<file path="config.mk">
export PLATFORM = sky130hd
export DESIGN_NAME = boot_loader
export DESIGN_NICKNAME = d
export VERILOG_FILES = /design/src/rtl/boot_pkg.sv /design/src/rtl/boot_loader_byte_pair.sv /design/src/rtl/boot_loader.sv
export SDC_FILE = /design/constraint.sdc
export NUM_CORES = 1
export LEC_CHECK = 0
export ABC_AREA = 1
export CORE_MARGIN = 4
export CORE_UTILIZATION = 45
export DETAILED_ROUTE_END_ITERATION = 8
export GPL_ROUTABILITY_DRIVEN = 0
export PLACE_DENSITY = 0.67
export SYNTH_ARGS = -nofsm -noshare
export SYNTH_HDL_FRONTEND = slang
export SYNTH_SLANG_ARGS = --single-unit
</file>
<file path="constraint.sdc">
create_clock -name clk -period 2.3 [get_ports clk]
set_input_delay 0.46 -clock clk [delete_from_list [all_inputs] [get_ports clk]]
set_output_delay 0.46 -clock clk [all_outputs]
set_load 0.05 [all_outputs]
</file>
<file path="src/rtl/boot_pkg.sv">
// Shared types and constants for the serial boot loader.
// Optional checksum support is enabled with BOOT_LOADER_CHECKSUM_EN.
package boot_pkg;

  localparam logic [7:0] MAGIC_DEFAULT = 8'hA5;
  localparam int         CNT_W         = 16;

  typedef enum logic [3:0] {
    IDLE,
    LEN_LO,
    LEN_HI,
    DAT_LO,
    DAT_HI,
    CS_LO,
    CS_HI,
    RUN,
    ERROR
  } boot_state_t;

endpackage

</file>
<file path="src/rtl/boot_loader_byte_pair.sv">
// Assembles a low byte and a following high byte into a 16-bit word and
// raises a one-cycle valid strobe in the cycle after the high byte.
module byte_pair (
  input  logic        clk,
  input  logic        reset,
  input  logic [7:0]  i_byte,
  input  logic        i_lo_en,
  input  logic        i_hi_en,
  output logic [15:0] o_word,
  output logic        o_valid
);

  logic [7:0]  r_lo;
  logic [15:0] r_word;
  logic        r_valid;

  always_ff @(posedge clk) begin
    if (reset) begin
      r_lo    <= '0;
      r_word  <= '0;
      r_valid <= 1'b0;
    end else begin
      r_valid <= i_hi_en;
      if (i_lo_en) r_lo <= i_byte;
      if (i_hi_en) r_word <= {i_byte, r_lo};
    end
  end

  assign o_word  = r_word;
  assign o_valid = r_valid;

endmodule

</file>
<file path="src/rtl/boot_loader.sv">
// Receives a framed program image over a byte link, writes it to RAM and
// then releases the CPU. Define BOOT_LOADER_CHECKSUM_EN for a trailing checksum.
module boot_loader
  import boot_pkg::*;
#(
  parameter int         MEMWIDTH = 14,
  parameter logic [7:0] MAGIC    = MAGIC_DEFAULT
) (
  input  logic                clk,
  input  logic                reset,
  input  logic [7:0]          rx_data,
  input  logic                rx_valid,
  output logic                rx_ready,
  output logic [MEMWIDTH-1:0] ram_addr,
  output logic [15:0]         ram_wdata,
  output logic                ram_we,
  output logic                cpu_reset,
  output logic                boot_done,
  output logic                boot_error
);

`ifdef BOOT_LOADER_CHECKSUM_EN
  localparam boot_state_t AFTER_DATA = CS_LO;
`else
  localparam boot_state_t AFTER_DATA = RUN;
`endif

  boot_state_t         r_state, w_next;
  logic                r_rx_ready, r_cpu_reset, r_boot_done, r_boot_error;
  logic [7:0]          r_len_lo;
  logic [CNT_W-1:0]    r_len, r_index;
  logic [MEMWIDTH-1:0] r_ram_addr;
  logic [15:0]         w_word;
  logic                w_word_valid;
  logic                w_acc, w_magic, w_len_too_big, w_last_word;
  logic [CNT_W-1:0]    w_len_full;

  assign w_acc         = rx_valid && r_rx_ready;
  assign w_magic       = (rx_data == MAGIC);
  assign w_len_full    = {rx_data, r_len_lo};
  assign w_len_too_big = ({16'b0, w_len_full} > (32'd1 << MEMWIDTH));
  assign w_last_word   = ((r_index + 16'd1) == r_len);

`ifdef BOOT_LOADER_CHECKSUM_EN
  logic [15:0] r_sum;
  logic [7:0]  r_cs_lo;
  logic        w_cs_match;

  assign w_cs_match = ({rx_data, r_cs_lo} == r_sum);

  // Running sum is fed from the assembled word strobe; it settles before CS_HI can be accepted.
  always_ff @(posedge clk) begin
    if (reset) begin
      r_sum   <= '0;
      r_cs_lo <= '0;
    end else begin
      if (w_acc && w_magic && (r_state == IDLE || r_state == ERROR))
        r_sum <= '0;
      else if (w_word_valid)
        r_sum <= r_sum + w_word;
      if (w_acc && r_state == CS_LO) r_cs_lo <= rx_data;
    end
  end
`endif

  always_ff @(posedge clk) begin
    if (reset) r_state <= IDLE;
    else       r_state <= w_next;
  end

  always_comb begin
    w_next = r_state;
    case (r_state)
      IDLE:    if (w_acc && w_magic) w_next = LEN_LO;
      LEN_LO:  if (w_acc) w_next = LEN_HI;
      LEN_HI: begin
        if (w_acc) begin
          if (w_len_too_big)          w_next = ERROR;
          else if (w_len_full == '0)  w_next = AFTER_DATA;
          else                        w_next = DAT_LO;
        end
      end
      DAT_LO:  if (w_acc) w_next = DAT_HI;
      DAT_HI:  if (w_acc) w_next = w_last_word ? AFTER_DATA : DAT_LO;
`ifdef BOOT_LOADER_CHECKSUM_EN
      CS_LO:   if (w_acc) w_next = CS_HI;
      CS_HI:   if (w_acc) w_next = w_cs_match ? RUN : ERROR;
`endif
      RUN:     w_next = RUN;
      ERROR:   if (w_acc && w_magic) w_next = LEN_LO;
      default: w_next = IDLE;
    endcase
  end

  // cpu_reset and boot_done follow the current state, so the CPU is released
  // one cycle after the final RAM write strobe.
  always_ff @(posedge clk) begin
    if (reset) begin
      r_rx_ready   <= 1'b1;
      r_cpu_reset  <= 1'b1;
      r_boot_done  <= 1'b0;
      r_boot_error <= 1'b0;
      r_len_lo     <= '0;
      r_len        <= '0;
      r_index      <= '0;
      r_ram_addr   <= '0;
    end else begin
      r_rx_ready   <= (w_next != RUN);
      r_cpu_reset  <= (r_state != RUN);
      r_boot_done  <= (r_state == RUN);
      r_boot_error <= (w_next == ERROR);
      if (w_acc) begin
        case (r_state)
          IDLE, ERROR: if (w_magic) r_index <= '0;
          LEN_LO:      r_len_lo <= rx_data;
          LEN_HI:      r_len <= w_len_full;
          DAT_HI: begin
            r_ram_addr <= r_index[MEMWIDTH-1:0];
            r_index    <= r_index + 16'd1;
          end
          default: ;
        endcase
      end
    end
  end

  byte_pair u_pair (
    .clk     (clk),
    .reset   (reset),
    .i_byte  (rx_data),
    .i_lo_en (w_acc && r_state == DAT_LO),
    .i_hi_en (w_acc && r_state == DAT_HI),
    .o_word  (w_word),
    .o_valid (w_word_valid)
  );

  assign rx_ready   = r_rx_ready;
  assign ram_addr   = r_ram_addr;
  assign ram_wdata  = w_word;
  assign ram_we     = w_word_valid;
  assign cpu_reset  = r_cpu_reset;
  assign boot_done  = r_boot_done;
  assign boot_error = r_boot_error;

endmodule

</file>
### Word level (Yosys, flattened, before mapping)

Index checks and enable logic that the tools add are counted.

| storage, ports and cells | value |
|---|---|
| bits in registers | 87 |
| bits of input ports | 11 |
| output and inout port bits | 35 |
| word-level logic and storage cells | 49 |

| cells by class | value |
|---|---|
| add/sub/neg operators | 1 |
| magnitude comparators | 1 |
| equal/unequal tests | 12 |
| muxes and demuxes | 11 |
| reductions and logical operators | 12 |

Operators by type and width:

| cell | count |
|---|---|
| $pmux W16 S2 | 1 |
| $mux W4 | 6 |
| $pmux W4 S6 | 1 |
| $add A16 B1 Y16 const B | 1 |
| $eq A16 B16 Y1 | 1 |
| $gt A16 B15 Y1 const B | 1 |
| $logic_not A16 Y1 | 1 |
| $mux W16 | 1 |
| $eq A4 B2 Y1 const B | 2 |
| $eq A4 B3 Y1 const B | 2 |
| $eq A4 B4 Y1 const B | 2 |
| $eq A8 B8 Y1 const B | 1 |
| $ne A4 B3 Y1 const B | 2 |
| $mux W3 | 2 |
| $reduce_and A2 Y1 | 3 |
| $eq A4 B1 Y1 const B | 1 |
| $logic_and A1 B1 Y1 | 4 |
| $logic_not A4 Y1 | 1 |
| $reduce_and A3 Y1 | 1 |
| $ne A2 B1 Y1 const B | 1 |
| $reduce_bool A2 Y1 | 1 |
| $reduce_or A2 Y1 | 1 |

### Depth between registers and ports, before layout

Gate-level depths: netlist (run 1).

| depth | value |
|---|---|
| word-level depth | 6 |
| depth in mapped cells | 15 |
| gate-level depth less buffers | 15 |

### Hierarchy

Synthesis (run 1) repeated with hierarchy kept, for this count alone.

| unflattened totals | value |
|---|---|
| cells, all modules | 587 |
| area, all modules | 3997.6 um^2 |

Modules (own cells, without submodules):

| module | instances | cells each | area an instance (um^2) | seq. area each (um^2) |
|---|---|---|---|---|
| boot_loader | 1 | 439 | 2982.9 | 1241.2 |
| byte_pair | 1 | 148 | 1014.7 | 500.5 |

### Worst setup path after synthesis (run 1)

OpenSTA, ideal clock, no wires.

| timing path | value |
|---|---|
| path type | register to register |
| start point | reg r_rx_ready (netlist: rx_ready) |
| end point | reg r_index[7] |
| setup time | 0.134 ns |
| arrival time | 1.726 ns |
| required time | 2.166 ns |
| path slack | 0.440 ns |
| cell stages (with the launch flop) | 9 |
| buffers on the path | 1 |
| clock period less this slack | 1.860 ns |
| path through | dfxtp_1 -> nand2_1 -> nor2_1 -> nand2_1 -> nor4_1 -> o22ai_2 -> buf_2 -> nand2_1 -> a21oi_1 |

| on the way | value |
|---|---|
| word-level cells in the longest chain between the ends | 2 |

RTL lines:

| item | RTL line | RTL |
|---|---|---|
| start: declaration | boot_loader.sv:29 | `logic r_rx_ready, r_cpu_reset, r_boot_done, r_boot_error;` |
| start signal: assignment | boot_loader.sv:108 | `r_rx_ready <= (w_next != RUN);` |
| $logic_and A1 B1 Y1 | boot_loader.sv:38 | `assign w_acc = rx_valid && r_rx_ready;` |
| $reduce_and A3 Y1 (no line) | n/a |  |
| end signal: assignment | boot_loader.sv:119 | `r_index <= r_index + 16'd1;` |
| end: declaration | boot_loader.sv:31 | `logic [CNT_W-1:0] r_len, r_index;` |

Every way passes these cells.
A chain may end at the register's enable or synchronous reset.

### Worst setup path after layout (run 1)

| timing path | value |
|---|---|
| start point | reg r_index[1] |
| end point | reg r_rx_ready (netlist: rx_ready) |

| on the way | value |
|---|---|
| word-level cells in the longest chain between the ends | 6 |

RTL lines:

| item | RTL line | RTL |
|---|---|---|
| $add A16 B1 Y16 | boot_loader.sv:42 | `assign w_last_word = ((r_index + 16'd1) == r_len);` |
| $eq A16 B16 Y1 | boot_loader.sv:42 |  |
| $mux W3 | boot_loader.sv:84 | `DAT_HI: if (w_acc) w_next = w_last_word ? AFTER_DATA : DAT_LO;` |
| $mux W4 | boot_loader.sv:84 |  |
| $pmux W4 S6 | boot_loader.sv:73 | `case (r_state)` |
| $ne A4 B3 Y1 | boot_loader.sv:108 |  |

Every way passes these cells.

==> summary.log, run 1 <==
qor: global_routing.overall_track_demand_over_capacity_in_global_routing 20.5%
qor: route.post-route-drc-count 0
qor: floorplan.floorplan.initialDensity 46.5%
qor: sta.rsz0062_at_grt false
qor: sta.setup_tns_final 0 ns
qor: placed_design.buffer_ports.inserted 45
qor: final_layout.layout.cells.most_common sky130_fd_sc_hd__nand2_1
qor: yosys.synthesized_area_per_cell 7.05 um2
qor: yosys.synthArstFlopShare 0%
qor: route.detail_route.wl_per_cell 13.6 um
qor: global_routing.via_count_of_the_first_global_routing_pass 3629
qor: critical_path.endpoint_kind register
qor: yosys.ys_warn_count 0
qor: clock_tree.clkSinkCount 87
qor: clock_tree.clock_slew_at_the_register_clock_pins_of_the_worst_setup_and_hold_paths 0.09 ns
qor: yosys.synthTopCellsByArea sky130_fd_sc_hd__dfxtp_1, sky130_fd_sc_hd__nand2_1, sky130_fd_sc_hd__nor2_1
qor: global_routing.wire_length_of_the_first_global_routing_pass 16.8 mm
qor: power.cellLeakagePower 1.91 nW
qor: route.num_vias 3678
qor: critical_path.reg2reg_slack 0.19 ns
qor: route.viasPerCell 5.19
qor: final_layout.area.growth.synth_to_final 24.3%
qor: final_layout.most-common-layout-cells sky130_fd_sc_hd__nand2_1, sky130_fd_sc_hd__nor2_1, sky130_fd_sc_hd__dfxtp_1
qor: yosys.synth_top_area_share 45.4%
qor: power.power.density 611 mW/mm2
qor: global_routing.grt_remaining_overflow 0
qor: global_routing.grt_antenna_before_repair 0
qor: yosys.yosys_register_bits 87
qor: sta.fin_crit_sh 91.8%
qor: yosys.netlist.top_cell.by_area sky130_fd_sc_hd__dfxtp_1
qor: clock_tree.cts_max_path_buffers 2
qor: floorplan.num_io_pins 46
qor: yosys.synth-edff-count 0
qor: sta.fin_worst_skew 0.00988 ns
qor: final_layout.final_cells 709
qor: critical_path.cp_data_arrival_time 2.36 ns
qor: sta.timing.slew.headroom 65.6%
qor: critical_path.worstSetupPathType register to register
qor: final_layout.n_diodes 0
qor: status.run_status complete, no violations
qor: power.report.power.total 2.91 mW
qor: floorplan.die_height 100 um
qor: clock_tree.number_of_cts_inserted_buffers 9
qor: yosys.ys_seq_area_share 45.4%
qor: job.cap_violations 0
qor: final_layout.postLayoutCoreUtil 57.7%
qor: power.max-vdd-ir-drop 328 uV
qor: floorplan.core 0.00826 mm2
qor: hold_path.worstHoldPathType register to register
qor: sta.report.final.slew_viol_count 0
qor: sta.finalHoldViolations 0
qor: yosys.syn-cell-area 0.00384 mm2
qor: clock_tree.clock_tree.htree_level_count 3
qor: route.drt_iter0_markers 173
qor: critical_path.timing.critical_path.fanout_max 6
qor: final_layout.drive_above_1_share 8.77%
qor: floorplan.num_rows 33
qor: clock_tree.cts-root-buf sky130_fd_sc_hd__clkbuf_8
qor: floorplan.chipWidth 100 um
qor: clock_tree.cts_tree built
qor: yosys.ys_types 32
qor: critical_path.critical_path.startpoint_type register
qor: sta.tightestPinTransition 0.514 ns
qor: sta.clock.fmax 474 MHz
qor: yosys.leading_register_cell_type_out_of_synthesis sky130_fd_sc_hd__dfxtp_1
qor: route.drt_wl_total 9.63 mm
qor: final_layout.fillerInstances 816
qor: yosys.syn-num-nets 556
qor: sta.timing.final.setup_violations 0
qor: route.drt_pass1_iterations 5
qor: sta.post-route-worst-setup-slack 0.189 ns
qor: final_layout.finalNetCount 611
qor: yosys.number_of_instances_in_the_synthesized_netlist 544
qor: clock_tree.worstSkewPairLatency 0.35 ns
qor: clock_tree.postCtsSetupBuffers 0
qor: floorplan.die_ar 0.0101 mm2
qor: placed_design.dp_hpwl 6.85 mm
qor: critical_path.critPathRequiredTime 2.55 ns
qor: placed_design.placed_cells 693
qor: route.postRouteAntennaNets 0
qor: global_routing.grt_max_degree 64
qor: sta.fin_crit 2.11 ns
qor: placed_design.dp_worst_setup_slack 0.118 ns
-- critical path, stage by stage (launching register included) --
cell                      delay, ns
sky130_fd_sc_hd__dfxtp_1       0.43
sky130_fd_sc_hd__ha_2          0.25
sky130_fd_sc_hd__nand2_1       0.09
sky130_fd_sc_hd__nor2_4        0.19
sky130_fd_sc_hd__nand4_1       0.23
sky130_fd_sc_hd__nand2_1       0.13
sky130_fd_sc_hd__nand2_1       0.06
sky130_fd_sc_hd__nand2_1       0.06
sky130_fd_sc_hd__nand2_1       0.05
sky130_fd_sc_hd__nor2_1        0.10
sky130_fd_sc_hd__nand3_1       0.13
sky130_fd_sc_hd__nand2_1       0.10
sky130_fd_sc_hd__nand2_2       0.06
sky130_fd_sc_hd__nand2_1       0.07
sky130_fd_sc_hd__nand2_1       0.05
-- final cells by class --
cell class | instances | area [um2] | share of cell area, %
inverters | 50 | 188 | 3.94
multi-input cells | 386 | 1830 | 38.4
clock inverters | 7 | 125 | 2.62
clock buffers | 9 | 124 | 2.60
flip-flops and latches | 87 | 1740 | 36.5
well taps | 105 | 131 | 2.76
repair buffers | 65 | 626 | 13.1
-- power breakdown --
group          internal, mW  total, mW  switching [mW]
logic                0.0381     0.0936          0.0555
clock network         0.735       1.32           0.581
registers              1.50       1.51        0.000222
total                  2.28       2.91           0.636
-- path summary, 6_finish.rpt --
path	start	to	depth (start not counted)
min reg2reg	r_len_lo[4]	r_len_lo[4]	2
min	r_len_lo[4]	r_len_lo[4]	2
max reg2reg	r_index[1]	rx_ready	14
max	r_index[1]	rx_ready	14
-- metrics by stage --
step                hold WS, ns  area [um2]
floorplan                 0.433        3840
global placement          0.452        4510
detailed placement        0.458        4510
CTS                       0.471        4760
global route              0.481        4770
finish                    0.469        4770
-- layer usage --
layer / track usage [%] / vias to the layer above / share of wire [%]
li1: - / 1888 / -
met1: 26.7 / 1677 / 47
met2: 33.4 / 96 / 46
met3: 4.24 / 17 / 4.9
met4: 7.98 / 0 / 2.1
met5: 0 / - / 0
-- flip-flops by register name, indices dropped and copies added, names as in the netlist --
signal / count
cpu_reset: 1
u_pair.o_valid: 1
u_pair.r_lo: 8
u_pair.o_word: 16
rx_ready: 1
boot_error: 1
r_len_lo: 8
r_index: 16
r_state: 4
boot_done: 1
ram_addr: 14
r_len: 16
-- Yosys cell counts (all sizes together), types with 2 or more instances --
library cell and number:
nor4 5, buf 5, clkbuf 16, a22oi 2, o22ai 2, nand2 103, o21bai 2, nand4 7
nor2 95, a21oi 53, xor2 3, dfxtp 87, o21ai 64, inv 49, nor3 2, nand3 42
-- what timing repair did --
| action | CTS | global route |
|---|---|---|
| setup endpoints to repair | 0 | 2 |
| hold buffers | 0 | 0 |
| gates resized for setup | 0 | 2 |
-- cell families after synthesis --
group	count (synthesis)	share of synthesized area, %
xor gates and xnor gates	5	1.50
and+or+nand+nor	256	28.7
AOI/OAI and AO/OA	124	16.9
DFF	87	45.4
buffers and inverters	71	7.17
adders and majority gates	1	0.326
(Power assumes the default switching activity.)
==> run 2: changes to the inputs <==
--- a/config.mk
+++ b/config.mk
@@ -7,10 +7,10 @@
 export LEC_CHECK = 0
 export ABC_AREA = 1
 export CORE_MARGIN = 4
-export CORE_UTILIZATION = 45
+export CORE_UTILIZATION = 54
 export DETAILED_ROUTE_END_ITERATION = 8
 export GPL_ROUTABILITY_DRIVEN = 0
-export PLACE_DENSITY = 0.67
+export PLACE_DENSITY = 0.78
 export SYNTH_ARGS = -nofsm -noshare
 export SYNTH_HDL_FRONTEND = slang
 export SYNTH_SLANG_ARGS = --single-unit
==> run 2 against run 1 <==
Compared with the run above: die area decreased by 15%; global-route usage increased by 2.6 points; final area decreased by 0.37%; non-clock buffer count increased by 2; routed wire length decreased by 2.3%; sequential share of layout area increased by 0.13 points; sequential cell count unchanged; clock power decreased by 5%; via count increased by 0.82%; worst hold slack got worse by 0.012 ns; critical endpoint unchanged; largest cell class unchanged.
==> summary.log, run 2 (synthesized netlist as in run 1, its figures left out) <==
qor: critical_path.crit_end rx_ready [unchanged]
qor: power.power.net_switching 567 uW [was 636 uW]
qor: clock_tree.clkSinkCount 87 [unchanged]
qor: power.power_switching_share 19.9% [was 21.8%]
qor: floorplan.die_height 92.3 um [was 100 um]
qor: sta.finalHoldViolations 0 [unchanged]
qor: route.drt_wl_total 9.40 mm [was 9.63 mm]
qor: floorplan.num_io_pins 46 [unchanged]
qor: power.cell_internal_pwr 2.28 mW [about the same]
qor: critical_path.critical_path.startpoint_type register [unchanged]
qor: critical_path.critPathSlowestCell sky130_fd_sc_hd__dfxtp_1 [unchanged]
qor: route.drt_iter0_markers 176 [was 173]
qor: critical_path.endpoint_kind register [unchanged]
qor: floorplan.core 0.00683 mm2 [was 0.00826 mm2]
qor: placed_design.buffer_ports.inserted 45 [unchanged]
qor: floorplan.num_rows 30 [was 33]
qor: final_layout.area.growth.synth_to_final 23.8% [was 24.3%]
qor: critical_path.critical_path.startpoint r_index[1] [unchanged]
qor: clock_tree.cts.hold.buffers_added 0 [unchanged]
qor: power.power.density 600 mW/mm2 [was 611 mW/mm2]
qor: clock_tree.number_of_cts_inserted_buffers 9 [unchanged]
qor: clock_tree.cts_max_path_buffers 2 [unchanged]
qor: global_routing.via_count_of_the_first_global_routing_pass 3555 [was 3629]
qor: clock_tree.clock_slew_at_the_register_clock_pins_of_the_worst_setup_and_hold_paths 0.08 ns [was 0.09 ns]
qor: clock_tree.cts_tree built [unchanged]
qor: power.seq_power_share 52.8% [was 51.6%]
qor: job.cap_violations 0 [unchanged]
qor: sta.fin_crit 2.08 ns [was 2.11 ns]
qor: critical_path.timing.critical_path.fanout_max 5 [was 6]
qor: critical_path.worstPathBufferInverterCount 0 [unchanged]
qor: sta.timing.final.setup_violations 0 [unchanged]
qor: critical_path.cpLargestDelayFamily simple AND/OR/NAND/NOR gates [unchanged]
qor: sta.tightestPinTransition 0.511 ns [was 0.514 ns]
qor: critical_path.critical-path-top-cell-by-count sky130_fd_sc_hd__nand2_1 [unchanged]
qor: sta.fin_worst_skew 0.00838 ns [was 0.00988 ns]
qor: final_layout.finalNetCount 613 [was 611]
qor: sta.rsz0062_at_grt false [unchanged]
qor: clock_tree.worstSkewPairLatency 0.34 ns [was 0.35 ns]
qor: final_layout.fillerInstances 576 [was 816]
qor: placed_design.dp_worst_setup_slack 0.0630 ns [was 0.118 ns]
qor: sta.clock.fmax 480 MHz [was 474 MHz]
qor: global_routing.wire_length_of_the_first_global_routing_pass 16.1 mm [was 16.8 mm]
qor: global_routing.grt_remaining_overflow 0 [unchanged]
qor: sta.post-route-worst-setup-slack 0.216 ns [was 0.189 ns]
qor: critical_path.reg2reg_slack 0.22 ns [was 0.19 ns]
qor: critical_path.critPathRequiredTime 2.55 ns [about the same]
qor: sta.setup_tns_final 0 ns [unchanged]
qor: critical_path.cells_along_the_critical_path ha_1 > nand3_1 > nor2_1 > nand2_1 > nand2_1 > nor2_1 > nor2_1 > nand2_1 > nor2_1 > nand3_1 > nand2_1 > nand2_2 > nand2_1 > nand2_1 [was ha_2 > nand2_1 > nor2_4 > nand4_1 > nand2_1 > nand2_1 > nand2_1 > nand2_1 > nor2_1 > nand3_1 > nand2_1 > nand2_2 > nand2_1 > nand2_1]
qor: power.pwr-share-comb 3.3% [was 3.2%]
qor: global_routing.grt_max_degree 64 [unchanged]
qor: sta.fin_crit_sh 90.6% [was 91.8%]
qor: critical_path.reg2regPathDepth 14 [unchanged]
qor: placed_design.dp_hpwl 6.70 mm [was 6.85 mm]
qor: clock_tree.cts-root-buf sky130_fd_sc_hd__clkbuf_8 [unchanged]
qor: sta.report.final.slew_viol_count 0 [unchanged]
qor: final_layout.n_diodes 0 [unchanged]
qor: floorplan.die_ar 0.00852 mm2 [was 0.0101 mm2]
qor: final_layout.drive_above_1_share 8.44% [was 8.77%]
qor: sta.timing.hold.ws 0.457 ns [was 0.469 ns]
qor: route.drt_pass1_iterations 6 [was 5]
qor: route.post-route-drc-count 0 [unchanged]
qor: global_routing.overall_track_demand_over_capacity_in_global_routing 23.2% [was 20.5%]
qor: critical_path.worst_reg2reg_endpoint rx_ready [unchanged]
qor: route.num_vias 3708 [was 3678]
qor: final_layout.most-common-layout-cells sky130_fd_sc_hd__nand2_1, sky130_fd_sc_hd__nor2_1, sky130_fd_sc_hd__dfxtp_1 [unchanged]
qor: route.postRouteAntennaNets 0 [unchanged]
qor: final_layout.layout.cells.most_common sky130_fd_sc_hd__nand2_1 [unchanged]
qor: power.report.power.total 2.85 mW [was 2.91 mW]
qor: power.clock_power_share 43.9% [was 45.1%]
qor: critical_path.timing.critical_path.depth 14 [unchanged]
qor: clock_tree.postCtsSetupBuffers 0 [unchanged]
qor: route.detail_route.wl_per_cell 13.4 um [was 13.6 um]
qor: critical_path.cpPeakStageDelay 0.43 ns [about the same]
qor: floorplan.chipWidth 92.3 um [was 100 um]
qor: sta.timing.slew.headroom 65.8% [was 65.6%]
qor: critical_path.worstSetupPathType register to register [unchanged]
qor: power.max-vdd-ir-drop 378 uV [was 328 uV]
qor: route.viasPerCell 5.30 [was 5.19]
qor: clock_tree.clock_tree.htree_level_count 3 [unchanged]
qor: status.run_status complete, no violations [unchanged]
qor: hold_path.worstHoldPathType register to register [unchanged]
qor: critical_path.cp_data_arrival_time 2.33 ns [was 2.36 ns]
qor: floorplan.floorplan.initialDensity 56.2% [was 46.5%]
qor: global_routing.grt_antenna_before_repair 0 [unchanged]
qor: hold_path.hold_path.startpoint r_len_lo[2] [was r_len_lo[4]]
qor: power.cellLeakagePower 1.92 nW [was 1.91 nW]
qor: critical_path.critical_path.reg2reg.startpoint r_index[1] [unchanged]
qor: clock_tree.postCtsResizedCells 0 [unchanged]
[run 2: final cells by class]
cell class                 instances  area, um2  share of cell area [%]
timing repair buffer              67        641                    13.5
clock inverter                     4       95.1                    2.00
tap                               96        120                    2.53
inverter                          50        188                    3.95
clock buffer                      10        138                    2.90
multi-input combinational        386       1830                    38.5
sequential                        87       1740                    36.7
[run 2: through the flow]
stage	instance area, um2	utilization, %	std cells
after floorplan	3840	-	544
after global placement	4520	66.1	686
after detailed placement	4520	66.1	686
after CTS	4750	69.5	700
after global routing	4750	69.5	700
final	4750	69.5	700
[run 2: how the worst min path moves through the flow]
stage | to | slack (ns) | cells after the start
3_5_place_dp | r_len_lo[2] | 0.45 | 2
2_1_floorplan | r_len_lo[4] | 0.43 | 2
5_1_grt | r_len[6] | 0.47 | 2
3_3_place_gp | r_len_lo[2] | 0.45 | 2
6_report | r_len_lo[2] | 0.46 | 2
4_1_cts | r_len_lo[2] | 0.46 | 2
[run 2: worst register-to-register path, delay by kind of cell, from the launching register on]
family,cells,cell delay (ns)
AND/OR/NAND/NOR,13,1.30
adder cells (fa/ha/maj),1,0.26
flip-flops,1,0.43
[run 2: layer usage]
layer	vias to the layer above	share of wire (%)	global-route usage [%]
li1	1886	-	-
met1	1678	45	29.1
met2	125	48	39.7
met3	19	5.9	4.22
met4	0	1.7	8.42
met5	-	0	0
[run 2: power groups by stage]
stage	Sequential (mW)	Combinational, mW	Clock (mW)
after floorplan	1.54	0.0351	0
after global placement	1.54	0.0940	0
after detailed placement	1.54	0.0949	0
after CTS	1.50	0.0954	1.27
after global routing	1.51	0.104	1.33
final	1.50	0.0954	1.25
==> run 3: changes to the inputs <==
--- a/config.mk
+++ b/config.mk
@@ -8,6 +8,7 @@
 export ABC_AREA = 1
 export CORE_MARGIN = 4
 export CORE_UTILIZATION = 54
+export CTS_BUF_LIST = sky130_fd_sc_hd__clkbuf_4 sky130_fd_sc_hd__clkbuf_8 sky130_fd_sc_hd__clkbuf_16
 export DETAILED_ROUTE_END_ITERATION = 8
 export GPL_ROUTABILITY_DRIVEN = 0
 export PLACE_DENSITY = 0.78
==> results of run 3 <==
Final layout, timing and power as in run 2 (identical DEF).
